$ cat src/rtl/out_pixel_serializer_if.sv
// Pixel stream interface between out_pixel_serializer (master) and the downstream sink (slave).
// Carries one beat of OUT_PPC pixels with valid/ready and the raster position flags.
interface out_pixel_serializer_if #(
  parameter int unsigned BPC     = 14,
  parameter int unsigned OUT_PPC = 1
);
  localparam int unsigned BeatW = OUT_PPC * 3 * BPC;

  logic [BeatW-1:0] data;
  logic             valid;
  logic             ready;
  logic             sol;
  logic             eol;
  logic             sof;
  logic             eof;

  modport master (
    output data, valid, sol, eol, sof, eof,
    input  ready
  );

  modport slave (
    input  data, valid, sol, eol, sof, eof,
    output ready
  );
endinterface

$ cat src/rtl/out_pixel_serializer.sv
// out_pixel_serializer: pops 4-pixel groups from the decoder output FIFO (read clock domain) and
// serialises them into an OUT_PPC pixel/clock raster stream with sol/eol/sof/eof flags.
// A 2-entry skid buffer absorbs the FIFO's 1-cycle read latency; reads are credit-limited so the
// buffer cannot overflow. Optional feature: define OUT_SER_ERR_CHECK_EN to add the sticky
// err_flags[2:0] output (stray read data, truncated line, eof with data left over).
module out_pixel_serializer #(
  parameter int unsigned MAX_SLICE_WIDTH  = 2560,
  parameter int unsigned MAX_SLICE_HEIGHT = 2560,
  parameter int unsigned BPC              = 14,
  parameter int unsigned OUT_PPC          = 1
) (
  input  logic                                clk,
  input  logic                                rst_n,
  input  logic [$clog2(MAX_SLICE_WIDTH)-1:0]  slice_width,
  input  logic [$clog2(MAX_SLICE_HEIGHT)-1:0] slice_height,
  input  logic                                fifo_empty,
  input  logic [4*3*BPC-1:0]                  fifo_data,
  input  logic                                fifo_valid,
  input  logic                                fifo_sof,
  output logic                                out_rd_en,
  out_pixel_serializer_if.master              pix
`ifdef OUT_SER_ERR_CHECK_EN
  ,
  output logic [2:0]                          err_flags
`endif
);
  localparam int unsigned PixW  = 3 * BPC;
  localparam int unsigned GrpW  = 4 * PixW;
  localparam int unsigned BeatW = OUT_PPC * PixW;
  localparam int unsigned Beats = 4 / OUT_PPC;
  localparam int unsigned SW    = (Beats > 1) ? $clog2(Beats) : 1;
  localparam int unsigned WW    = $clog2(MAX_SLICE_WIDTH);
  localparam int unsigned HW    = $clog2(MAX_SLICE_HEIGHT);
  // One extra bit so x + OUT_PPC never wraps.
  localparam int unsigned XW    = WW + 1;

  logic [1:0][GrpW-1:0] skid_q, skid_d;
  logic [1:0]           count_q, count_d;
  logic                 inflight_q;
  logic [SW-1:0]        sub_q, sub_d;
  logic [XW-1:0]        x_q, x_d;
  logic [HW-1:0]        y_q, y_d;

  logic                 valid;
  logic                 xfer;
  logic                 last_sub;
  logic                 eol;
  logic                 eof;
  logic                 pop;
  logic                 push;
  logic [XW-1:0]        x_end;
  logic [XW-1:0]        width_ext;
  logic [31:0]          shamt;
  logic [GrpW-1:0]      head_shift;
  logic [BeatW-1:0]     beat;
  logic [1:0]           kept;

  assign valid     = (count_q != 2'd0);
  assign xfer      = valid & pix.ready;
  assign width_ext = {1'b0, slice_width};
  assign x_end     = x_q + XW'(OUT_PPC);
  assign eol       = valid & (x_end >= width_ext);
  assign eof       = eol & (y_q == (slice_height - HW'(1)));
  assign last_sub  = (sub_q == SW'(Beats - 1));
  // A flush wins over a transfer in the same cycle: nothing is popped or pushed.
  assign pop       = xfer & (last_sub | eol) & ~fifo_sof;
  // Data only counts if we asked for it; anything else (incl. the beat after a flush) is dropped.
  assign push      = fifo_valid & inflight_q & ~fifo_sof;

  // Credit rule: never let buffered plus outstanding groups exceed the two skid entries.
  assign out_rd_en = rst_n & ~fifo_empty & ~fifo_sof &
                     (({1'b0, count_q} + {2'b00, inflight_q}) < 3'd2);

  // Select the current beat of the head group and blank lanes past the end of the line.
  assign shamt      = 32'(sub_q) * 32'(BeatW);
  assign head_shift = skid_q[0] >> shamt;

  always_comb begin
    beat = '0;
    for (int unsigned i = 0; i < OUT_PPC; i++) begin
      if ((x_q + XW'(i)) < width_ext) begin
        beat[i*PixW +: PixW] = head_shift[i*PixW +: PixW];
      end
    end
    if (!valid) begin
      beat = '0;
    end
  end

  // Skid buffer next state: pop shifts entry 1 down, push lands in the first free slot.
  always_comb begin
    skid_d  = skid_q;
    count_d = count_q;
    kept    = count_q - 2'(pop);
    if (fifo_sof) begin
      count_d = 2'd0;
    end else begin
      if (pop) begin
        skid_d[0] = skid_q[1];
      end
      if (push) begin
        if (kept == 2'd0) begin
          skid_d[0] = fifo_data;
        end else begin
          skid_d[1] = fifo_data;
        end
      end
      count_d = kept + 2'(push);
    end
  end

  // Raster position: advance per transfer, wrap at end of line and end of slice.
  always_comb begin
    x_d   = x_q;
    y_d   = y_q;
    sub_d = sub_q;
    if (fifo_sof) begin
      x_d   = '0;
      y_d   = '0;
      sub_d = '0;
    end else if (xfer) begin
      if (eol) begin
        // Remaining lanes of the head group belong to no pixel; the group is dropped.
        x_d   = '0;
        sub_d = '0;
        y_d   = eof ? '0 : (y_q + HW'(1));
      end else begin
        x_d   = x_end;
        sub_d = last_sub ? '0 : (sub_q + SW'(1));
      end
    end
  end

  // State registers.
  always_ff @(posedge clk or negedge rst_n) begin
    if (!rst_n) begin
      skid_q     <= '0;
      count_q    <= 2'd0;
      inflight_q <= 1'b0;
      sub_q      <= '0;
      x_q        <= '0;
      y_q        <= '0;
    end else begin
      skid_q     <= skid_d;
      count_q    <= count_d;
      inflight_q <= out_rd_en;
      sub_q      <= sub_d;
      x_q        <= x_d;
      y_q        <= y_d;
    end
  end

  assign pix.valid = valid;
  assign pix.data  = beat;
  assign pix.sol   = valid & (x_q == '0);
  assign pix.sof   = valid & (x_q == '0) & (y_q == '0);
  assign pix.eol   = eol;
  assign pix.eof   = eof;

`ifdef OUT_SER_ERR_CHECK_EN
  logic [2:0] err_q;
  logic [2:0] err_set;

  assign err_set[0] = fifo_valid & ~inflight_q;
  assign err_set[1] = fifo_sof & (x_q != '0);
  assign err_set[2] = xfer & eof & ~fifo_sof & ((count_q == 2'd2) | push);

  // Sticky error flags, cleared only by reset.
  always_ff @(posedge clk or negedge rst_n) begin
    if (!rst_n) begin
      err_q <= 3'b000;
    end else begin
      err_q <= err_q | err_set;
    end
  end

  assign err_flags = err_q;
`endif

endmodule

$ cat src/flat_wrapper.sv
// flat-port wrapper written by rule: the top's interface ports become plain ports
module out_pixel_serializer_flat 
#(
  parameter int unsigned MAX_SLICE_WIDTH  = 2560,
  parameter int unsigned MAX_SLICE_HEIGHT = 2560,
  parameter int unsigned BPC              = 14,
  parameter int unsigned OUT_PPC          = 1
)
  (clk, rst_n, slice_width, slice_height, fifo_empty, fifo_data, fifo_valid, fifo_sof, out_rd_en, pix_data, pix_valid, pix_sol, pix_eol, pix_sof, pix_eof, pix_ready);
  out_pixel_serializer_if #(.BPC(BPC), .OUT_PPC(OUT_PPC)) pix_i ();
  input  logic clk;
  input  logic rst_n;
  input  logic [$clog2(MAX_SLICE_WIDTH)-1:0] slice_width;
  input  logic [$clog2(MAX_SLICE_HEIGHT)-1:0] slice_height;
  input  logic fifo_empty;
  input  logic [4*3*BPC-1:0] fifo_data;
  input  logic fifo_valid;
  input  logic fifo_sof;
  output logic out_rd_en;
  output wire logic [$bits(pix_i.data)-1:0] pix_data;
  output wire logic [$bits(pix_i.valid)-1:0] pix_valid;
  output wire logic [$bits(pix_i.sol)-1:0] pix_sol;
  output wire logic [$bits(pix_i.eol)-1:0] pix_eol;
  output wire logic [$bits(pix_i.sof)-1:0] pix_sof;
  output wire logic [$bits(pix_i.eof)-1:0] pix_eof;
  input wire logic [$bits(pix_i.ready)-1:0] pix_ready;
  assign pix_data = pix_i.data;
  assign pix_valid = pix_i.valid;
  assign pix_sol = pix_i.sol;
  assign pix_eol = pix_i.eol;
  assign pix_sof = pix_i.sof;
  assign pix_eof = pix_i.eof;
  assign pix_i.ready = pix_ready;
  out_pixel_serializer #(.MAX_SLICE_WIDTH(MAX_SLICE_WIDTH), .MAX_SLICE_HEIGHT(MAX_SLICE_HEIGHT), .BPC(BPC), .OUT_PPC(OUT_PPC)) u_core (.clk(clk), .rst_n(rst_n), .slice_width(slice_width), .slice_height(slice_height), .fifo_empty(fifo_empty), .fifo_data(fifo_data), .fifo_valid(fifo_valid), .fifo_sof(fifo_sof), .out_rd_en(out_rd_en), .pix(pix_i));
endmodule
$ cat config.mk
export PLATFORM = sky130hd
export DESIGN_NAME = out_pixel_serializer_flat
export DESIGN_NICKNAME = d
export VERILOG_FILES = /design/src/rtl/out_pixel_serializer_if.sv /design/src/rtl/out_pixel_serializer.sv /design/src/flat_wrapper.sv
export SDC_FILE = /design/constraint.sdc
export NUM_CORES = 1
export LEC_CHECK = 0
export CORE_ASPECT_RATIO = 0.6
export CORE_MARGIN = 1.5
export CORE_UTILIZATION = 55
export CTS_CLUSTER_DIAMETER = 60
export DETAILED_ROUTE_END_ITERATION = 12
export PLACE_DENSITY = 0.76
export SLEW_MARGIN = 20
export SYNTH_ARGS = -nofsm -noshare
export SYNTH_HDL_FRONTEND = slang
export SYNTH_SLANG_ARGS = --single-unit
$ cat constraint.sdc
create_clock -name clk -period 8.4 [get_ports clk]
set_input_delay 1.26 -clock clk [delete_from_list [all_inputs] [get_ports clk]]
set_output_delay 1.26 -clock clk [all_outputs]
set_load 0.01 [all_outputs]
# ---- After elaboration in Yosys (flattened, before gate mapping)
# Cells that the tools add are included.
dict set report word_totals {
  regBits 366
  output_inout_bits 48
}
dict set report classes {
  addsub 7
  mul 1
  order_cmp 3
  n_eq_ne 2
  n_shift 1
  mux 17
  bitwise 16
  reduce_logical 8
}
# operator count
set ops {}
lappend ops {{168-bit two-way mux} 3}
lappend ops {{168-bit by 8-bit >> shifter with 42-bit output} 1}
lappend ops {{42-bit two-way mux} 2}
lappend ops {{12-bit two-way mux} 4}
lappend ops {{13-bit two-way mux} 3}
lappend ops {{13-bit by 1-bit adder with 13-bit output, second input constant} 1}
lappend ops {{13-bit by 12-bit >= comparator with 1-bit output} 1}
lappend ops {{13-bit zero test} 1}
lappend ops {{13-bit by 12-bit less-than comparator with 1-bit output} 1}
lappend ops {{12-bit by 1-bit adder with 12-bit output, second input constant} 1}
lappend ops {{1-bit AND} 12}
lappend ops {{12-bit == test} 1}
lappend ops {{12-bit zero test} 1}
lappend ops {{12-bit by 1-bit subtractor with 12-bit output, second input constant} 1}
lappend ops {{2-bit two-way mux} 5}
lappend ops {{2-bit by 5-bit multiplier with 7-bit output, second input constant} 1}
lappend ops {{2-bit nonzero test} 3}
lappend ops {{2-bit by 1-bit adder with 3-bit output} 1}
lappend ops {{3-bit by 2-bit less-than comparator with 1-bit output, second input constant} 1}
lappend ops {{1-bit NOT} 3}
lappend ops {{3-bit AND reduction} 1}
lappend ops {{2-bit by 1-bit adder with 2-bit output} 1}
lappend ops {{2-bit by 1-bit adder with 2-bit output, second input constant} 1}
lappend ops {{2-bit == test, second input constant} 1}
lappend ops {{4 further kinds} 4}

# ---- Longest topological paths before layout
dict set report depth {
  word_depth 10
  ltp_mapped 20
  mapped_depth_nobuf 16
}

# ---- Worst setup path after synthesis
# Ideal clock, no wire load.
dict set report synth_timing {
  kind {input-to-reg}
  startpoint {input slice_width[11]}
  endpoint {register u_core.skid_q[212] (netlist name)}
  setup_time_ns 0.125
  t_arrival_ns 4.715
  required_time_ns 8.275
  path_slack_ns 3.560
  stages 16
  path_buffers 4
  cell_sequence {inv_1 -> ha_1 -> nand3_1 -> o211a_1 -> o31ai_1 -> or3_1 -> o21a_1 -> buf_4 -> buf_4 -> ha_1 -> inv_1 -> nor2_1 -> nor3_1 -> clkbuf_1 -> buf_1 -> mux2_2}
}
dict set report synth_via {
  elab_chain_cells 9
}
# element line
set synth_lines {}
lappend synth_lines {{from (decl)} flat_wrapper.sv:13} ;# input logic [$clog2(MAX_SLICE_WIDTH)-1:0] slice_width;
lappend synth_lines {{13-bit by 12-bit >= comparator with 1-bit output} out_pixel_serializer.sv:62} ;# assign eol = valid & (x_end >= width_ext);
lappend synth_lines {{1-bit AND} out_pixel_serializer.sv:62}
lappend synth_lines {{1-bit bitwise OR} out_pixel_serializer.sv:66} ;# assign pop = xfer & (last_sub | eol) & ~fifo_sof;
lappend synth_lines {{1-bit AND (2 in series)} out_pixel_serializer.sv:66}
lappend synth_lines {{2-bit by 1-bit subtractor with 2-bit output} out_pixel_serializer.sv:94} ;# kept = count_q - 2'(pop);
lappend synth_lines {{2-bit zero test} out_pixel_serializer.sv:102} ;# if (kept == 2'd0) begin
lappend synth_lines {{1-bit NOT (no source line)} -}
lappend synth_lines {{3-bit AND reduction (no source line)} -}
lappend synth_lines {{to (signal assigned)} out_pixel_serializer.sv:144} ;# skid_q <= skid_d;
lappend synth_lines {{to (decl)} out_pixel_serializer.sv:37} ;# logic [1:0][GrpW-1:0] skid_q, skid_d;
# Every way passes these cells.
# A chain may end at the register's enable or synchronous reset.

# ---- Final worst setup path
dict set report layout_timing {
  startpoint {input slice_width[10]}
  endpoint {output pix_data[12]}
}
dict set report layout_via {
  elab_chain_cells 3
}
# element line
set layout_lines {}
lappend layout_lines {{13-bit by 12-bit less-than comparator with 1-bit output} out_pixel_serializer.sv:81} ;# if ((x_q + XW'(i)) < width_ext) begin
lappend layout_lines {{42-bit two-way mux} out_pixel_serializer.sv:81}
lappend layout_lines {{42-bit two-way mux} out_pixel_serializer.sv:85} ;# if (!valid) begin
lappend layout_lines {{to (decl)} flat_wrapper.sv:20} ;# output wire logic [$bits(pix_i.data)-1:0] pix_data;
# Every way passes these cells.

==> metrics <==
first-pass GRT wire length 68700 µm; Remaining Overflow, GRT 0; clock power share 0.370; crit path DAT 4.20 ns; placed cell area 0.0205 mm²; Mapped Avg Cell Area 12.0 µm²; Post-synth EDFFs 0; Total GRT Usage 0.259; power consumption 4.43 mW; most used cell along the critical path clkdlybuf4s50_1; CP max FO 42; synthesized instance count 1494; Pwr Density 203 mW/mm²; Final Net Count 1919; Area growth, synth to finish 21.3%; Seq/Total Area, Yosys 0.510; wire per inst 20.3 µm; Synth async-reset ratio 1.00; hold_buf cts 0; number of cell rows 51; starting density of the core 0.556; Resized cells post-CTS 0; share of layout cells above drive strength 1 0.174; Crit-path slowest cell clkdlybuf4s50_1; Setup-failing EPs final 0; Detail Route Antenna Nets 0; Final HPWL DP 28200 µm; Placer Congestion 0.890; vias in the first global route 12.4k; share of the synthesized area in the top cell type 0.510; Main synth FF type dfrtp_1; Skew-Pair Late Insertion Delay 0.52 ns; setup tns final 0 ns; Placed Cells incl. Taps 2076; Comb pwr share 0.140; TritonCTS clock tree built; Clock Skews 0.0119 ns; Max Cap Viol 0; leak pwr 9.25 nW; FILL cells 2396; Synth Register Bits 366; Min-Delay Path Class flop to flop; switch share 0.246; first-iteration detailed-routing DRC count 1042; port bufs 245; fin util 0.674; unrepaired setup endpoints after global routing no; DP Worst Slack 2.62 ns; Die ar. 0.0338 mm²; postcts setup bufs 0; drt first pass iters 5; synth warn 0; Slew HR 0.273; total wire length 43600 µm; initial antenna violation count 6; P_int 3.34 mW; Die H 143 µm; worst r2r path cells 16; count of boundary I/O pins 246; Worst Tran Pin Value 1.09 ns; Fmax achieved 0.183 GHz; Vias 12.3k; final hold vios 0; root buffer cell clkbuf_16; Crit Path Category primary input to output port; pin count of the biggest net entering global routing 177; worst path cell trace clkdlybuf4s50_1 -> inv_1 -> ha_1 -> a21o_1 -> a2111oi_0 -> o21ai_0 -> o21a_4 -> nor2b_1 -> clkdlybuf4s50_1; drc violations 0; Startpoint Class primary input; synthesized area 0.0180 mm²; Slew Limit Fails 0; Area contributors post-synth dfrtp_1 51%, mux2_2 11%, mux2i_1 9.4%, mux4_2 5.3%, a21oi_1 4.9%; final worst slack 2.94 ns; CP Capture Type output port; Seq pwr share 0.490; maximum root-to-sink buffer count 3; post-route cell area 0.0218 mm²; CP required 7.14 ns; Core Region 0.0323 mm²; final hold slack 0.478 ns; number of vias per cell 5.75; clock sinks 366; peak supply drop 0.000159 V; hold depth 1; post-synth net total 1724; clock period minus worst slack 5.46 ns; Die Width 236 µm; H-tree depth 2; outcome finished clean; Netlist cell types 60; number of CTS-inserted buffers 35; leading area contributor after synthesis dfrtp_1; post-route clock period utilization 0.650; final std cells w/o fill 2146; sw power 1.09 mW; Reg clk slew, reported paths 0.06 ns; slowest stage delay, CP 0.57 ns
[metal layers]
layer / wire, µm / track usage / share of wire
met1: 20500 / 0.380 / 0.47
met5: 0 / 0 / 0
met3: 2830 / 0.0566 / 0.065
met4: 776 / 0.0644 / 0.018
met2: 19500 / 0.392 / 0.45
[final timing paths]
path | to | slack (ns) | startpoint
max in group asynchronous | u_core.skid_q[57] | 6.09 | rst_n
worst max register to register | u_core.skid_q[231] | 3.07 | u_core.x_q[0]
worst min-delay path | u_core.inflight_q | 0.48 | u_core.inflight_q
worst max-delay path | pix_data[12] | 2.94 | slice_width[10]
worst min register to register | u_core.inflight_q | 0.48 | u_core.inflight_q
min in group asynchronous | u_core.skid_q[332] | 0.84 | rst_n
[cell usage in the layout, fill, tap and decap left out, drive strengths merged, types with 3 or more instances in the layout]
| master | netlist | routed |
|---|---|---|
| a21boi | 4 | 4 |
| a21o | 4 | 4 |
| a21oi | 177 | 177 |
| a2bb2oi | 4 | 4 |
| a31oi | 5 | 5 |
| a32o | 12 | 12 |
| and3 | 3 | 3 |
| and4 | 3 | 3 |
| buf | 27 | 12 |
| clkbuf | 71 | 53 |
| clkdlybuf4s50 | 0 | 244 |
| clkinv | 0 | 5 |
| dfrtp | 366 | 366 |
| diode | 0 | 7 |
| ha | 32 | 32 |
| inv | 25 | 27 |
| mux2 | 168 | 168 |
| mux2i | 168 | 168 |
| mux4 | 42 | 42 |
| nand2 | 20 | 20 |
| nand3 | 18 | 18 |
| nand4 | 5 | 5 |
| nor2 | 188 | 188 |
| nor2b | 46 | 46 |
| nor3 | 10 | 10 |
| nor3b | 4 | 4 |
| nor4 | 7 | 7 |
| nor4b | 8 | 8 |
| o21a | 6 | 6 |
| o21ai | 14 | 14 |
| o31ai | 6 | 6 |
| or3 | 4 | 4 |
| xnor2 | 16 | 16 |
| xor2 | 8 | 8 |
[cells in the mapped netlist, types with 3 or more instances]
| master | n |
|---|---|
| dfrtp_1 | 366 |
| nor2_1 | 186 |
| a21oi_1 | 177 |
| mux2_2 | 168 |
| mux2i_1 | 168 |
| clkbuf_1 | 71 |
| nor2b_1 | 46 |
| mux4_2 | 42 |
| ha_1 | 32 |
| inv_1 | 25 |
| nand2_1 | 20 |
| nand3_1 | 18 |
| xnor2_1 | 16 |
| a32o_1 | 12 |
| buf_8 | 11 |
| o21ai_0 | 11 |
| nor3_1 | 10 |
| xor2_1 | 8 |
| buf_4 | 7 |
| nor4b_1 | 7 |
| o21a_1 | 6 |
| o31ai_1 | 6 |
| buf_1 | 5 |
| nand4_1 | 5 |
| nor4_1 | 5 |
| a21o_1 | 4 |
| a2bb2oi_1 | 4 |
| a31oi_1 | 4 |
| nor3b_1 | 4 |
| or3_1 | 4 |
| and3_1 | 3 |
| and4_1 | 3 |
| buf_6 | 3 |
| o21ai_1 | 3 |
[registers in the layout, indices dropped and copies added, names as in the netlist]
register           flops
u_core.count_q         2
u_core.inflight_q      1
u_core.skid_q        336
u_core.sub_q           2
u_core.x_q            13
u_core.y_q            12
[power by group through the flow]
stage	Clock, mW	Combinational, mW	Sequential [mW]
finish	1.64	0.620	2.17
global route	1.74	0.685	2.19
CTS	1.67	0.625	2.16
detailed placement	0	0.619	2.19
global placement	0	0.592	2.18
floorplan	0	0.392	2.12
[layout make-up]
class | instances | area (µm²) | share of cell area
tap | 424 | 531 | 0.0244
antenna | 7 | 17.5 | 0.000805
clock inverter | 10 | 110 | 0.00506
sequential | 366 | 9160 | 0.421
multi-input combinational | 1005 | 8190 | 0.376
timing repair buffer | 256 | 2580 | 0.118
inverter | 25 | 93.8 | 0.00431
clock buffer | 53 | 1090 | 0.0499
[critical path, delay by kind of cell]
| family | cells | cell delay, ns |
|---|---|---|
| AO/OA/AOI/OAI | 4 | 1.25 |
| adder cells (fa/ha/maj) | 1 | 0.31 |
| buffers and inverters | 3 | 1.10 |
| AND/OR/NAND/NOR | 1 | 0.25 |
[cells by family after synthesis]
| group | synth area share |
|---|---|
| mux | 0.252 |
| flops | 0.510 |
| simple gates | 0.0886 |
| compound gates | 0.0801 |
| buf+inv | 0.0354 |
| fa+ha+maj | 0.0223 |
| xor+xnor | 0.0117 |
Power figures use the tool's default switching activity.
==> RTL edit: new RTL, config.mk and constraints unchanged <==
`BPC` is set to 14 in 3 places; all go to 28.
--- a/src/rtl/out_pixel_serializer_if.sv
+++ b/src/rtl/out_pixel_serializer_if.sv
@@ -2,5 +2,5 @@
 // Carries one beat of OUT_PPC pixels with valid/ready and the raster position flags.
 interface out_pixel_serializer_if #(
-  parameter int unsigned BPC     = 14,
+  parameter int unsigned BPC     = 28,
   parameter int unsigned OUT_PPC = 1
 );
--- a/src/rtl/out_pixel_serializer.sv
+++ b/src/rtl/out_pixel_serializer.sv
@@ -7,5 +7,5 @@
   parameter int unsigned MAX_SLICE_WIDTH  = 2560,
   parameter int unsigned MAX_SLICE_HEIGHT = 2560,
-  parameter int unsigned BPC              = 14,
+  parameter int unsigned BPC              = 28,
   parameter int unsigned OUT_PPC          = 1
 ) (
--- a/src/flat_wrapper.sv
+++ b/src/flat_wrapper.sv
@@ -4,5 +4,5 @@
   parameter int unsigned MAX_SLICE_WIDTH  = 2560,
   parameter int unsigned MAX_SLICE_HEIGHT = 2560,
-  parameter int unsigned BPC              = 14,
+  parameter int unsigned BPC              = 28,
   parameter int unsigned OUT_PPC          = 1
 )
Ports: changed (resized fifo_data and pix_data); port bits go from 246 to 456. No check against the original RTL was run, so the function may have changed too.
==> RTL edit against the unedited design <==
  * Routed wire length grew 100%
  * Count of clock-buffer cells in the layout grew 45
  * Worst setup slack got worse by 1.0 ns
  * Synthesized cell count up 60%
  * Cell area grew 83%
  * Power up 89%
  * Synthesized area grew 82%
  * Sequential cell count is 336 higher
  * Hold slack better by 0.013 ns
  * Critical endpoint is now pix_data[77]
  * Highest routed layer is now met5
==> RTL edit: results (changes against the unedited design) <==
[cts]
htree_num_levels=3  ; +1
worstSkewPairLatency_ns=0.61  ; +0.09 ns
cts-buffers-inserted=67  ; +91%

[route]
num_vias=22300  ; +81%
drtIter0Drc=1728  ; +66%
wl_met1_mm=38.6  ; +88%
drt-total-wl_mm=87.3  ; +100%
wl_per_cell_um=24.2  ; +19%
dr_wl_met2_mm=41.1  ; +110%

[cells_and_area]
reg_top3=u_core.skid_q x672, u_core.x_q x13, u_core.y_q x12
drive_gt1_share_pct=20.9  ; +3.4 points
signal_buffers=491  ; +92%
inverters=29  ; +16%
nClkBuffers=98  ; +85%
multi_input_area_share_pct=35.3  ; -2.3 points
clkCellAreaFrac_pct=5.30  ; -0.20 points
nets=3151  ; +64%
nonClkBufAreaFrac_pct=12.5  ; +0.66 points
nMultiInputCombCells=1462  ; +45%

[setup_path]
cp-endpoint=pix_data[77]
ff2ff_setup_slack_ns=2.29  ; -0.78 ns
critPathMaxFanout=51  ; +21%
rr_worst_depth=20  ; +4
crit_family=buffers and inverters
reg2reg_to=u_core.skid_q[161]
cp_slowest_cell=a2111oi_0

[sta]
tightest_slew_ns=1.04  ; -0.0468 ns
whs_ns=0.492  ; +0.0131 ns
skew_ns=0.0220  ; +0.0101 ns

[pwr]
power_leakage_nw=17.0  ; +84%
peakVddDrop_mv=0.126  ; -21%
p_sw_share_pct=23.8  ; -0.83 points

[logic_synthesis]
seq_area_frac_synth_pct=53.7  ; +2.7 points
synth_top_cells_by_count=dfrtp_1 (702), mux2_2 (336), nand2b_1 (249)
synth_area_leaders=dfrtp_1 (54%), mux2_2 (12%), o221a_1 (7.9%), mux4_2 (5.8%), nand2b_1 (4.8%)
synthMuxAreaShare_pct=17.3  ; -7.8 points
syn_inst=2391  ; +60%
synthXorXnorAreaFrac_pct=0.799  ; -0.37 points

[global_routing]
grt_first_pass_wirelength_mm=136  ; +98%
grt_max_degree=175  ; -1.1%
grtUsageMet3_pct=7.13  ; +1.5 points
first_global_vias=23300  ; +87%
antenna_found_initial=33  ; +27

[placed_design]
dp.cells=3463  ; +67%
io_buffers=455  ; +86%
gp_congestion=0.865  ; -2.8%
hpwl_mm=55.3  ; +96%

[run_status]
status=completed

[RTL edit: changes by cell type after synthesis, sizes merged, moves of 26 or more]
cell | before | now
a21oi | 177 | 10
a221o | 1 | 99
buf | 27 | 73
clkbuf | 71 | 125
dfrtp | 366 | 702
mux2 | 168 | 336
mux2i | 168 | 0
mux4 | 42 | 84
nand2 | 20 | 46
nand2b | 1 | 249
nor2 | 188 | 24
nor2b | 46 | 103
nor3b | 4 | 86
o221a | 0 | 237
[RTL edit: power by group through the flow]
stage	clock network, W	logic, W	registers [W]
detailed placement	0	0.00121	0.00420
CTS	0.00305	0.00121	0.00415
global route	0.00319	0.00131	0.00422
finish	0.00299	0.00121	0.00417
floorplan	0	0.000824	0.00408
global placement	0	0.00115	0.00418
[RTL edit: per-stage QoR]
step	worst slack, ns	area (µm²)
after floorplan	3.66	32700
after global placement	1.90	37700
after detailed placement	1.95	37700
after CTS	1.93	39800
after global routing	1.80	39900
final	1.90	39900
